`config.mk`:
```
export PLATFORM = sky130hd
export DESIGN_NAME = maxfinder_ctrl
export DESIGN_NICKNAME = d
export VERILOG_FILES = /design/src/rtl/maxfinder_pkg.sv /design/src/rtl/maxfinder_ctrl.sv
export SDC_FILE = /design/constraint.sdc
export NUM_CORES = 1
export LEC_CHECK = 0
export CAP_MARGIN = 20
export CELL_PAD_IN_SITES_DETAIL_PLACEMENT = 0
export CELL_PAD_IN_SITES_GLOBAL_PLACEMENT = 1
export CORE_AREA = 2 2 39 41
export CTS_BUF_LIST = sky130_fd_sc_hd__clkbuf_16
export CTS_CLUSTER_DIAMETER = 200
export DETAILED_ROUTE_END_ITERATION = 10
export DIE_AREA = 0 0 41 43
export DONT_BUFFER_PORTS = 1
export PLACE_DENSITY_LB_ADDON = 0.2
export SYNTH_ARGS = -nofsm -noshare
export SYNTH_HDL_FRONTEND = slang
export SYNTH_SLANG_ARGS = --single-unit
```
`constraint.sdc`:
```
create_clock -name clk -period 1.9 [get_ports clk]
set_clock_uncertainty 0.05 [all_clocks]
set_input_delay 0.095 -clock clk [delete_from_list [all_inputs] [get_ports clk]]
set_output_delay 0.095 -clock clk [all_outputs]
set_load 0.02 [all_outputs]
```
`src/rtl/maxfinder_pkg.sv`:
```
// Shared definitions for the max-finder control unit: state encoding and default sizes.
package maxfinder_pkg;

    typedef enum logic [1:0] {
        IDLE = 2'd0,
        INIT = 2'd1,
        SCAN = 2'd2,
        DONE = 2'd3
    } state_e;

    localparam logic [3:0] LASTADDR  = 4'hf;
    localparam int         UPD_W_DEF = 5;

endpackage

```
`src/rtl/maxfinder_ctrl.sv`:
```
// Control FSM for the max-finder datapath: clears, scans 0..LASTADDR once, then holds the result until ack.
// Optional MAXFINDER_CTRL_CYCLE_CNT_EN adds cyc_cnt, the number of clocks spent in INIT+SCAN.
module maxfinder_ctrl
    import maxfinder_pkg::*;
#(
    parameter int UPD_W = UPD_W_DEF
) (
    input  logic             clk,
    input  logic             rst_n,
    input  logic             start,
    input  logic             abort,
    input  logic             ack,
    input  logic             din_gt_max,
    input  logic             addr_eq_last,
    output logic             en_addr,
    output logic             s_addr,
    output logic             en_max,
    output logic             s_max,
    output logic             busy,
    output logic             done,
`ifdef MAXFINDER_CTRL_CYCLE_CNT_EN
    output logic [7:0]       cyc_cnt,
`endif
    output logic [UPD_W-1:0] upd_cnt
);

    localparam logic [UPD_W-1:0] UPD_ONE = {{(UPD_W-1){1'b0}}, 1'b1};

    state_e           state_q, state_d;
    logic [UPD_W-1:0] upd_q, upd_d;

    // Datapath controls are Mealy in SCAN because en_max must follow the live compare flag.
    always_comb begin
        state_d = state_q;
        upd_d   = upd_q;
        en_addr = 1'b0;
        s_addr  = 1'b0;
        en_max  = 1'b0;
        s_max   = 1'b0;
        case (state_q)
            IDLE: begin
                if (start) state_d = INIT;
            end
            INIT: begin
                upd_d = '0;
                if (abort) begin
                    state_d = IDLE;
                end else begin
                    en_addr = 1'b1;
                    en_max  = 1'b1;
                    state_d = SCAN;
                end
            end
            SCAN: begin
                if (abort) begin
                    state_d = IDLE;
                end else begin
                    s_max  = 1'b1;
                    en_max = din_gt_max;
                    if (din_gt_max && (upd_q != '1)) upd_d = upd_q + UPD_ONE;
                    if (addr_eq_last) begin
                        state_d = DONE;
                    end else begin
                        en_addr = 1'b1;
                        s_addr  = 1'b1;
                    end
                end
            end
            DONE: begin
                if (ack) state_d = IDLE;
            end
            default: state_d = IDLE;
        endcase
    end

    always_ff @(posedge clk or negedge rst_n) begin
        if (!rst_n) begin
            state_q <= IDLE;
            upd_q   <= '0;
        end else begin
            state_q <= state_d;
            upd_q   <= upd_d;
        end
    end

    assign busy    = (state_q == INIT) || (state_q == SCAN);
    assign done    = (state_q == DONE);
    assign upd_cnt = upd_q;

`ifdef MAXFINDER_CTRL_CYCLE_CNT_EN
    logic [7:0] cyc_q, cyc_d;

    // Restarts on the IDLE->INIT edge so a reading in DONE covers only the latest scan.
    always_comb begin
        cyc_d = cyc_q;
        if ((state_q == IDLE) && start) cyc_d = 8'd0;
        else if (busy)                  cyc_d = cyc_q + 8'd1;
    end

    always_ff @(posedge clk or negedge rst_n) begin
        if (!rst_n) cyc_q <= 8'd0;
        else        cyc_q <= cyc_d;
    end

    assign cyc_cnt = cyc_q;
`endif

endmodule

```
==> reports/metrics.yaml <==
timing:
  hold_viol_final: 0
  fin_ws_ps: 123
  clock.fmax_mhz: 563
  fin_crit_sh_pct: 93.5
  fin_crit_ps: 1780
  whs_ps: 14.1
  finalSetupViolations: 0
  drv_slew: 0
  setup_tns_ps: 0
  worstMarginPinSlew_ps: 418
  rsz0062_at_grt: "no"
  relSlewSlack_pct: 72.1
global_route:
  grt-ovfl-total: 0
  antenna_found_initial: 0
  grt_pass1_vias: 359
  grt_use_total_pct: 13.5
  grt_pass1_wl_mm: 1.54
  grt_max_degree: 8
setup_path:
  worstPathRequired_ps: 1940
  end_kind: "flop"
  start_kind: "flop"
  worstPathArrival_ps: 1820
  path_max_fanout: 7
  critPathKind: "flop to flop"
cts:
  numClockSinks: 7
  h-tree-depth: 1
  insertion_delay_ps: 230
  root_buffer: "clkbuf_16"
  path_clk_slew_ps: 40
  cts_post_setup_buffers_inserted: 0
  cts_tree: "done"
  numCtsBuffers: 3
  cts_buffer_depth: 2
  ctsResizeCount: 0
yosys:
  synthAdderAreaFrac_pct: 18.5
  synth_area_sq_um: 473
  synth_edf_count: 0
  syn_inst: 51
  synth_top_family_by_area: "simple AND/OR/NAND/NOR gates"
  synth.mux.area_fraction_pct: 8.47
  synth-seq-area-share_pct: 37.0
  synth_xor_area_share_pct: 0
  synth-main-ff-cell: "dfrtp_1"
  synth_compound_area_share_pct: 10.6
  synth_nets: 65
  ys_warn_count: 0
  async_flop_share_pct: 100
  avgSynthCellArea_sq_um: 9.27
  ys_types: 18
  synth_seq_cells: 7
  yosys.area_share.simple_pct: 20.4
route:
  drtIter0Drc: 4
  wl_per_cell_um: 12.8
  wl_um: 975
  routed-via-count: 386
  dr.pass1.iters: 4
  ant_nets: 0
  drc: 0
  via_per_inst: 5.08
final_layout:
  drive_gt1_share_pct: 15.0
  final_common_cell: "nand2_1"
  area_growth_pct: 29.9
  n_fill_cell: 141
  nets: 75
  layout_common_cells: "8 x nand2_1, 7 x ha_1, 7 x dfrtp_1"
  antenna_cells: 0
placed_design:
  hpwl_um: 825
  gp_congestion: 0.689
  io_buffers: 0
  dp_worst_setup_slack_ps: 128
floorplan:
  die_w_um: 41
  initial_core_util_pct: 34.2
  ios: 18
  fp.coreArea_sq_mm: 0.00138
  die_h_um: 43
  rows: 14
  dieArea_sq_mm: 0.00176
power:
  power_density_mw_per_mm2: 1540
  peakVddDrop_mv: 0.668
  p_leak_nw: 0.328
run_status:
  outcome: "finished clean"
job:
  maxCapViolations: 0
min_path:
  hp-class: "input port to flop"
==> cell families (layout without fill, tap and decap cells) <==
group / after synthesis / after routing
and+or+nand+nor: 19 / 19
AOI/OAI and AO/OA: 8 / 8
adders and majority gates: 7 / 7
DFF: 7 / 7
buffers and inverters: 6 / 15
muxes: 4 / 4
==> worst max-delay path: stages (launching register included) <==
cell	delay [ps]
dfrtp_1	380
ha_1	210
and3_1	180
ha_1	160
and4bb_2	380
nand4_1	140
mux2i_1	140
==> timing repair <==
| item | in CTS | in global routing |
|---|---|---|
| endpoints found under the setup margin | 0 | 0 |
| hold endpoints to repair | 7 | 0 |
| hold buffers | 1 | 0 |
==> final timing paths <==
| check | end | startpoint | depth (start not counted) | slack [ps] |
|---|---|---|---|---|
| worst max-delay path | upd_cnt[3]$_DFFE_PN0P_ | upd_cnt[0]$_DFFE_PN0P_ | 6 | 120 |
| worst min register to register | upd_cnt[2]$_DFFE_PN0P_ | upd_cnt[2]$_DFFE_PN0P_ | 2 | 550 |
| min in group asynchronous | upd_cnt[0]$_DFFE_PN0P_ | rst_n | 1 | 150 |
| worst max register to register | upd_cnt[3]$_DFFE_PN0P_ | upd_cnt[0]$_DFFE_PN0P_ | 6 | 120 |
| max in group asynchronous | upd_cnt[3]$_DFFE_PN0P_ | rst_n | 1 | 1420 |
| worst min-delay path | state_q[1]$_DFFE_PN0P_ | abort | 3 | 10 |
==> layer usage <==
layer  track usage [%]  up-vias  share of wire, %
met5                 0        -                 0
met4              6.00        0                 0
met3              7.85        0                11
met2              20.9       17                50
met1              14.0      176                39
li1                  -      193                 -
==> cell usage after synthesis, drive strengths merged (2+ instances only) <==
master,n,area share [%]
inv,5,4.0
mux2i,4,8.5
nor2,4,3.2
ha,7,19
nand2b,2,2.6
dfrtp,7,37
o21ai,3,3.2
a21oi,2,2.1
nand2,8,6.3
==> flip-flops by register name, summed over array words and instances, names as in the netlist <==
name     flops
upd_cnt      5
state_q      2
==> through the flow <==
stage | utilization, % | total power (W) | instance area [sq um] | std cells
final | 44.4 | 0.000948 | 614 | 76
after global routing | 44.4 | 0.00101 | 614 | 76
after CTS | 44.4 | 0.000959 | 614 | 76
after detailed placement | 38.0 | 0.000602 | 526 | 71
after global placement | 38.0 | 0.000581 | 526 | 71
after floorplan | - | 0.000520 | 473 | 51
==> final cells by class <==
cell class                      count  area [sq um]  share of cell area (%)
Sequential cell                     7           175                    28.5
Clock inverter                      1          3.75                   0.611
Tap cell                           16          20.0                    3.26
Inverter                            5          18.8                    3.05
Timing Repair Buffer                6          47.5                    7.74
Clock buffer                        3          75.1                    12.2
Multi-Input combinational cell     38           274                    44.6
==> power by group <==
part / switching [W] / total (W) / leakage (nW) / internal [W]
combinational: 0.000260 / 0.000401 / 0.191 / 0.000142
sequential: 0.0000241 / 0.000202 / 0.0948 / 0.000178
clock: 0.0000718 / 0.000345 / 0.0423 / 0.000273
total: 0.000355 / 0.000948 / 0.328 / 0.000593
No activity file was read; power rests on OpenSTA's default activity.
